### src/rtl/msrv32_wb_arbiter.sv
// rtl/msrv32_wb_arbiter.sv - register-file write-back arbiter between the in-order pipeline and a late-result buffer
// Late results wait in a small FIFO and are written when the pipeline leaves a free write slot.
module msrv32_wb_arbiter #(
   parameter int DEPTH    = 2,
   parameter int MAX_WAIT = 4
) (
   input  logic        ms_riscv32_mp_clk_in,
   input  logic        ms_riscv32_mp_rst_n_in,
   input  logic        pipe_wr_en_in,
   input  logic [4:0]  pipe_rd_addr_in,
   input  logic [31:0] pipe_wb_data_in,
   input  logic        late_valid_in,
   input  logic [4:0]  late_rd_addr_in,
   input  logic [31:0] late_data_in,
   output logic        late_ready_out,
   output logic        rf_wr_en_out,
   output logic [4:0]  rf_rd_addr_out,
   output logic [31:0] rf_wr_data_out,
   output logic        stall_pipe_out,
   output logic [2:0]  buf_count_out
);

   localparam int         PTR_W     = $clog2(DEPTH);
   localparam logic       NORMAL    = 1'b0;
   localparam logic       STALL     = 1'b1;
   localparam logic [2:0] DEPTH_C   = 3'(DEPTH);
   localparam logic [3:0] WAIT_LAST = 4'(MAX_WAIT - 1);

   logic             state;
   logic [3:0]       wait_cnt;
   logic [2:0]       count;
   logic [PTR_W-1:0] rd_ptr;
   logic [PTR_W-1:0] wr_ptr;
   logic [4:0]       buf_rd   [DEPTH];
   logic [31:0]      buf_data [DEPTH];
   logic [DEPTH-1:0] buf_vld;

   logic buf_empty;
   logic pipe_req;
   logic grant_pipe;
   logic grant_head;
   logic head_denied;
   logic push;
   logic push_vld;

   always_comb begin
      buf_empty   = (count == 3'd0);
      pipe_req    = pipe_wr_en_in && (pipe_rd_addr_in != 5'd0);
      grant_pipe  = (state == NORMAL) && pipe_req;
      grant_head  = !buf_empty && ((state == STALL) || !pipe_req);
      head_denied = (state == NORMAL) && !buf_empty && !grant_head;
      // rd=0 results are consumed but never stored
      push        = late_valid_in && late_ready_out && (late_rd_addr_in != 5'd0);
      // a same-cycle pipeline write to the same rd is younger, so the late result is dead on arrival
      push_vld    = !(grant_pipe && (late_rd_addr_in == pipe_rd_addr_in));
   end

   assign late_ready_out = (count < DEPTH_C);
   assign stall_pipe_out = (state == STALL);
   assign buf_count_out  = count;

   always_ff @(posedge ms_riscv32_mp_clk_in or negedge ms_riscv32_mp_rst_n_in) begin
      if (!ms_riscv32_mp_rst_n_in) begin
         state    <= NORMAL;
         wait_cnt <= 4'd0;
         count    <= 3'd0;
         rd_ptr   <= '0;
         wr_ptr   <= '0;
         buf_vld  <= '0;
         for (int i = 0; i < DEPTH; i++) begin
            buf_rd[i]   <= 5'd0;
            buf_data[i] <= 32'd0;
         end
      end else begin
         if ((state == NORMAL) && head_denied && (wait_cnt == WAIT_LAST))
            state <= STALL;
         else
            state <= NORMAL;

         if ((state == STALL) || buf_empty || grant_head || (wait_cnt == WAIT_LAST))
            wait_cnt <= 4'd0;
         else
            wait_cnt <= wait_cnt + 4'd1;

         // WAW: buffered results are older than any granted pipeline write
         for (int i = 0; i < DEPTH; i++) begin
            if (grant_pipe && (buf_rd[i] == pipe_rd_addr_in))
               buf_vld[i] <= 1'b0;
         end

         if (push) begin
            buf_rd[wr_ptr]   <= late_rd_addr_in;
            buf_data[wr_ptr] <= late_data_in;
            buf_vld[wr_ptr]  <= push_vld;
            wr_ptr           <= wr_ptr + PTR_W'(1);
         end
         if (grant_head)
            rd_ptr <= rd_ptr + PTR_W'(1);

         count <= count + {2'b00, push} - {2'b00, grant_head};
      end
   end

   always_ff @(posedge ms_riscv32_mp_clk_in or negedge ms_riscv32_mp_rst_n_in) begin
      if (!ms_riscv32_mp_rst_n_in) begin
         rf_wr_en_out   <= 1'b0;
         rf_rd_addr_out <= 5'd0;
         rf_wr_data_out <= 32'd0;
      end else if (grant_pipe) begin
         rf_wr_en_out   <= 1'b1;
         rf_rd_addr_out <= pipe_rd_addr_in;
         rf_wr_data_out <= pipe_wb_data_in;
      end else if (grant_head && buf_vld[rd_ptr]) begin
         rf_wr_en_out   <= 1'b1;
         rf_rd_addr_out <= buf_rd[rd_ptr];
         rf_wr_data_out <= buf_data[rd_ptr];
      end else begin
         rf_wr_en_out   <= 1'b0;
      end
   end

endmodule

### config.mk
export PLATFORM = sky130hd
export DESIGN_NAME = msrv32_wb_arbiter
export DESIGN_NICKNAME = d
export VERILOG_FILES = /design/src/rtl/msrv32_wb_arbiter.sv
export SDC_FILE = /design/constraint.sdc
export NUM_CORES = 1
export LEC_CHECK = 0
export CAP_MARGIN = 40
export CORE_ASPECT_RATIO = 0.8
export CORE_UTILIZATION = 55
export DETAILED_ROUTE_END_ITERATION = 7
export PLACE_DENSITY = 0.87
export SETUP_SLACK_MARGIN = 0.02
export SYNTH_ARGS = -nofsm -noshare
export SYNTH_HDL_FRONTEND = slang
export SYNTH_SLANG_ARGS = --single-unit
### constraint.sdc
create_clock -name ms_riscv32_mp_clk_in -period 4.2 [get_ports ms_riscv32_mp_clk_in]
set_input_delay 0.63 -clock ms_riscv32_mp_clk_in [delete_from_list [all_inputs] [get_ports ms_riscv32_mp_clk_in]]
set_output_delay 0.63 -clock ms_riscv32_mp_clk_in [all_outputs]
set_load 0.02 [all_outputs]
# ---- Yosys cells after proc, flatten, opt, wreduce, memory -nomap -nowiden
# Cells that the tools add are included.
dict set report classes {
  add_sub_neg 5
  order_cmp 7
  n_eq_ne 4
  mux 28
  n_bitwise 3
  n_reduce_logical 27
}
# operator n
set ops {}
lappend ops {{two-way mux 32 bit} 6}
lappend ops {{bitwise mux 64 bit} 1}
lappend ops {{demux 32 bit (select 1 bit)} 1}
lappend ops {{two-way mux 5 bit} 6}
lappend ops {{== test 5 bit} 3}
lappend ops {{logical AND 1 bit} 15}
lappend ops {{bitwise mux 10 bit} 1}
lappend ops {{nonzero test 5 bit} 2}
lappend ops {{two-way mux 1 bit} 8}
lappend ops {{demux 5 bit (select 1 bit)} 1}
lappend ops {{adder 4 x 1 -> 4 bit (second input constant)} 1}
lappend ops {{== test 4 x 2 -> 1 bit (second input constant)} 1}
lappend ops {{>= comparator 2 bit (second input constant)} 2}
lappend ops {{zero test 1 bit} 4}
lappend ops {{logical OR 1 bit} 4}
lappend ops {{less-than comparator 1 x 2 -> 1 bit (second input constant)} 2}
lappend ops {{two-way mux 4 bit} 1}
lappend ops {{inverter 1 -> 2 bit} 2}
lappend ops {{adder 3 x 1 -> 3 bit} 1}
lappend ops {{zero test 3 bit} 1}
lappend ops {{less-than comparator 3 x 2 -> 1 bit (second input constant)} 1}
lappend ops {{subtractor 3 x 1 -> 3 bit} 1}
lappend ops {{adder 1 bit (second input constant)} 2}
lappend ops {{bitwise mux 2 bit} 1}
lappend ops {{6 further kinds} 6}
dict set report word_totals {
  ff_bits 124
  in_bits 78
  output_inout_bits 43
  wordCells 87
}

# ---- Depth between registers and ports, before layout
dict set report logic_depth {
  ltp_word 10
  ltp_mapped 10
  ltp_nobuf 9
}

# ---- Worst setup path after synthesis
# Ideal clock, no wire load.
dict set report synth_path {
  path_type {input-to-reg}
  from {input port pipe_rd_addr_in[1]}
  to {register count[2], in the netlist buf_count_out[2]}
  setup_time_ns 0.122
  arrival_ns 2.617
  required_ns 4.078
  setup_slack_ns 1.461
  stages 10
  n_path_buf 1
  path_cell_list {or4_1 > o21a_1 > buf_2 > nor2b_2 > ha_1 > inv_1 > ha_1 > inv_1 > fa_1 > xor2_1}
}
dict set report synth_between {
  elab_chain_cells 6
}
# element line_no
set synth_lines {}
lappend synth_lines {{from (decl)} 10} ;# input logic [4:0] pipe_rd_addr_in,
lappend synth_lines {{nonzero test 5 bit} 48} ;# pipe_req = pipe_wr_en_in && (pipe_rd_addr_in != 5'd0);
lappend synth_lines {{logical AND 1 bit} 48}
lappend synth_lines {{zero test 1 bit} 50} ;# grant_head = !buf_empty && ((state == STALL) || !pipe_req);
lappend synth_lines {{logical OR 1 bit} 50}
lappend synth_lines {{logical AND 1 bit} 50}
lappend synth_lines {{via grant_head} 41} ;# logic grant_head;
lappend synth_lines {{subtractor 3 x 1 -> 3 bit} 100} ;# count <= count + {2'b00, push} - {2'b00, grant_head};
lappend synth_lines {{to (signal assigned)} 100}
lappend synth_lines {{to (decl)} 31} ;# logic [2:0] count;
# The timed path passes the listed nets, and every way through them passes these cells.
# A chain may end at the register's enable or synchronous reset.

# ---- Worst setup path after layout
dict set report layout_path {
  from {input port late_rd_addr_in[1]}
  to {register buf_data[44] (netlist bit)}
}
dict set report layout_between {
  elab_chain_cells 2
}
# element line_no
set layout_lines {}
lappend layout_lines {{from (decl)} 13} ;# input logic [4:0] late_rd_addr_in,
lappend layout_lines {{nonzero test 5 bit} 53} ;# push = late_valid_in && late_ready_out && (late_rd_addr_in != 5'd0);
lappend layout_lines {{logical AND 1 bit} 53}
lappend layout_lines {{to (signal, indexed assignment)} 93} ;# buf_data[wr_ptr] <= late_data_in;
lappend layout_lines {{to (decl)} 35} ;# logic [31:0] buf_data [DEPTH];
# Every way passes these cells.

==> impl_metrics.toml <==
[outcome]
status = "complete, no violations"

[finish]
stdcell_area_um2 = 7564
final_common_cell = "dfrtp_1"
multi_input_area_um2 = 2395
final_nets = 677
drive_gt1_share_pct = 18.51
antenna_cells = 0
final_cell_mix = "123 x dfrtp_1, 119 x clkdlybuf4s50_1, 72 x o21ai_0"
ff_latch_area_um2 = 3104
area_growth_syn_to_layout_pct = 33.18
n_fill_cell = 657

[pwr]
switching_share_pct = 35.31
seqPwrFrac_pct = 35.0
power_mw = 6.119
power.switching_mw = 2.161
power_density_nw_per_um2 = 809.0
power_frac_comb_pct = 41.6
total_leakage_power_nw = 3.301
p_int_mw = 3.959
power_frac_clock_pct = 23.4
irDropWorstVdd_v = 0.0005144

[clock_network]
htree_levels = 4
clock_path_buffers = 2
ctsResizeCount = 0
ctsHoldBuffers = 0
cts_root_buf = "clkbuf_16"
cts_made_buffers = 17
clkLatencyLatePin_ps = 410
clk_pin_slew_ps = 50
tritoncts = "built"
clock-sinks = 124
post_cts_buffers = 0

[global_route]
grt_pass1_vias = 4410
overflow = 0
grt_antenna_before_repair = 0
grt_pass1_wl_um = 22000
grt_usage_pct = 27.51
grt_max_degree = 77

[floorplan]
design.core.area_um2 = 9849
row_count = 32
die_w_um = 115.6
start_util_pct = 57.66
ios = 121
die_y_um = 92.89
die_area_um2 = 10740

[sta]
rsz0062_at_grt = "false"
relSlewSlack_pct = 46.77
holdWs_ps = 79.58
finalWorstSetupSlack_ps = 1392
setup_viol = 0
hold_viol_final = 0
final_max_slew_viol_count = 0
clock_skew_ps = 9.018
fmaxAchievable_mhz = 356.2
fin_crit_ps = 2808
worstMarginPinSlew_ps = 798.4
fin_crit_sh_pct = 66.85
setup_tns_ps = 0

[route]
routed_wl_um = 13580
first_pass_iters = 6
detail_route.wl_per_cell_um = 18.33
ant_nets = 0
drt-initial-drc-count = 297
drc = 0
via_per_inst = 5.702
num_vias = 4225

[critical_path]
crit_type = "in2reg"
cp.arrival_ps = 3090
crit_fanout = 29
cp-start-kind = "input port"
crit_path_end_kind = "flop"
worstPathRequired_ps = 4480

[logic_synthesis]
synth-seq-cells = 124
ys_seq_area_share_pct = 54.64
avgSynthCellArea_um2 = 11.83
ys_warn_count = 0
synthCells = 480
synth_cell_types = 37
synth_area_um2 = 5679
synthesis.nets = 563

[placed_design]
hpwl_um = 8454
post_dp_cell_area_um2 = 6978
dpl_worst_slack_ps = 996.7
gp_congestion = 0.8526
io_buffers = 120

[worst_hold_path]
min_path_type = "in2async"

[job]
drv_cap = 0
Yosys cell counts (all sizes together):
cell,n,share of area [%]
dfrtp,124,55
mux2,75,15
o21ai,72,6.3
nand2,42,2.8
mux2i,37,6.5
nand3,37,3.3
buf,18,2.2
clkbuf,16,1.1
xor2,12,1.9
inv,6,0.40
xnor2,6,0.93
and4,4,0.62
ha,4,0.88
nor3,3,0.26
a21oi,2,0.18
nor2,2,0.13
nor2b,2,0.26
o2111ai,2,0.53
o22ai,2,0.22
or3,2,0.22
or4,2,0.33
and2,1,0.11
fa,1,0.35
nand2b,1,0.11
nand3b,1,0.13
nor3b,1,0.13
o211ai,1,0.13
o21a,1,0.13
o221a,1,0.20
or2,1,0.11
or3b,1,0.15
power by group through the flow:
stage	registers [mW]	logic (mW)	clock network, mW
3_3_place_gp	2.09	2.43	0
5_1_grt	2.21	2.77	1.50
6_report	2.14	2.55	1.43
3_5_place_dp	2.14	2.51	0
2_1_floorplan	2.30	1.42	0
4_1_cts	2.14	2.56	1.44
cell type report:
| class | count | area share (%) |
|---|---|---|
| Sequential cell | 124 | 41.04 |
| Multi-Input combinational cell | 316 | 31.66 |
| Timing Repair Buffer | 129 | 17.01 |
| Clock buffer | 23 | 6.584 |
| Tap cell | 136 | 2.250 |
| Clock inverter | 7 | 1.158 |
| Inverter | 6 | 0.2978 |
cells by family (layout without fill, tap and decap cells):
group           count (synthesis)  count (layout)  share of synthesized area, %
flops                         124             124                         54.64
buf+inv                        40             165                         3.613
simple gates                  100             100                         8.615
xor+xnor                       18              18                         2.776
compound gates                 81              81                         7.733
fa+ha+maj                       5               5                         1.234
mux                           112             112                         21.39
worst paths after layout:
| kind | start | endpoint | slack, ps | cells past startpoint |
|---|---|---|---|---|
| worst max-delay path | late_rd_addr_in[1] | buf_data[44] | 1390 | 5 |
| worst min-delay path | ms_riscv32_mp_rst_n_in | rf_wr_data_out[3] | 80 | 1 |
| worst max register to register | rd_ptr | rf_rd_addr_out[0] | 1620 | 5 |
| worst min register to register | wait_cnt[0] | wait_cnt[0] | 490 | 1 |
| max in group asynchronous | ms_riscv32_mp_rst_n_in | buf_data[38] | 3150 | 3 |
| min in group ms_riscv32_mp_clk_in | wait_cnt[0] | wait_cnt[0] | 490 | 1 |
per-stage QoR:
step           std cells  util, %
6_report             741    76.79
5_1_grt              741    76.79
4_1_cts              741    76.79
3_5_place_dp         711    70.85
3_3_place_gp         710    70.57
2_1_floorplan        480        -
metal layers:
| layer | share of wire (%) | wire (um) | GRT usage [%] |
|---|---|---|---|
| met5 | 0 | 0 | 0 |
| met3 | 6.2 | 847 | 7.068 |
| met1 | 43 | 5843 | 34.86 |
| met2 | 50 | 6767 | 46.21 |
| met4 | 0.91 | 123 | 8.761 |
flip-flops by register name, indices dropped and copies added (netlist names):
register / count
rf_wr_en_out: 1
stall_pipe_out: 1
buf_rd: 10
rf_rd_addr_out: 5
rd_ptr: 1
buf_data: 64
buf_count_out: 3
buf_vld: 2
wait_cnt: 4
wr_ptr: 1
rf_wr_data_out: 32
worst max-delay path, cell delays in order:
cell and delay (ps):
clkdlybuf4s50_1 490, or4_4 620, o2111ai_4 450, buf_4 480
mux2_2 400
No activity file was read; power rests on OpenSTA's default activity.
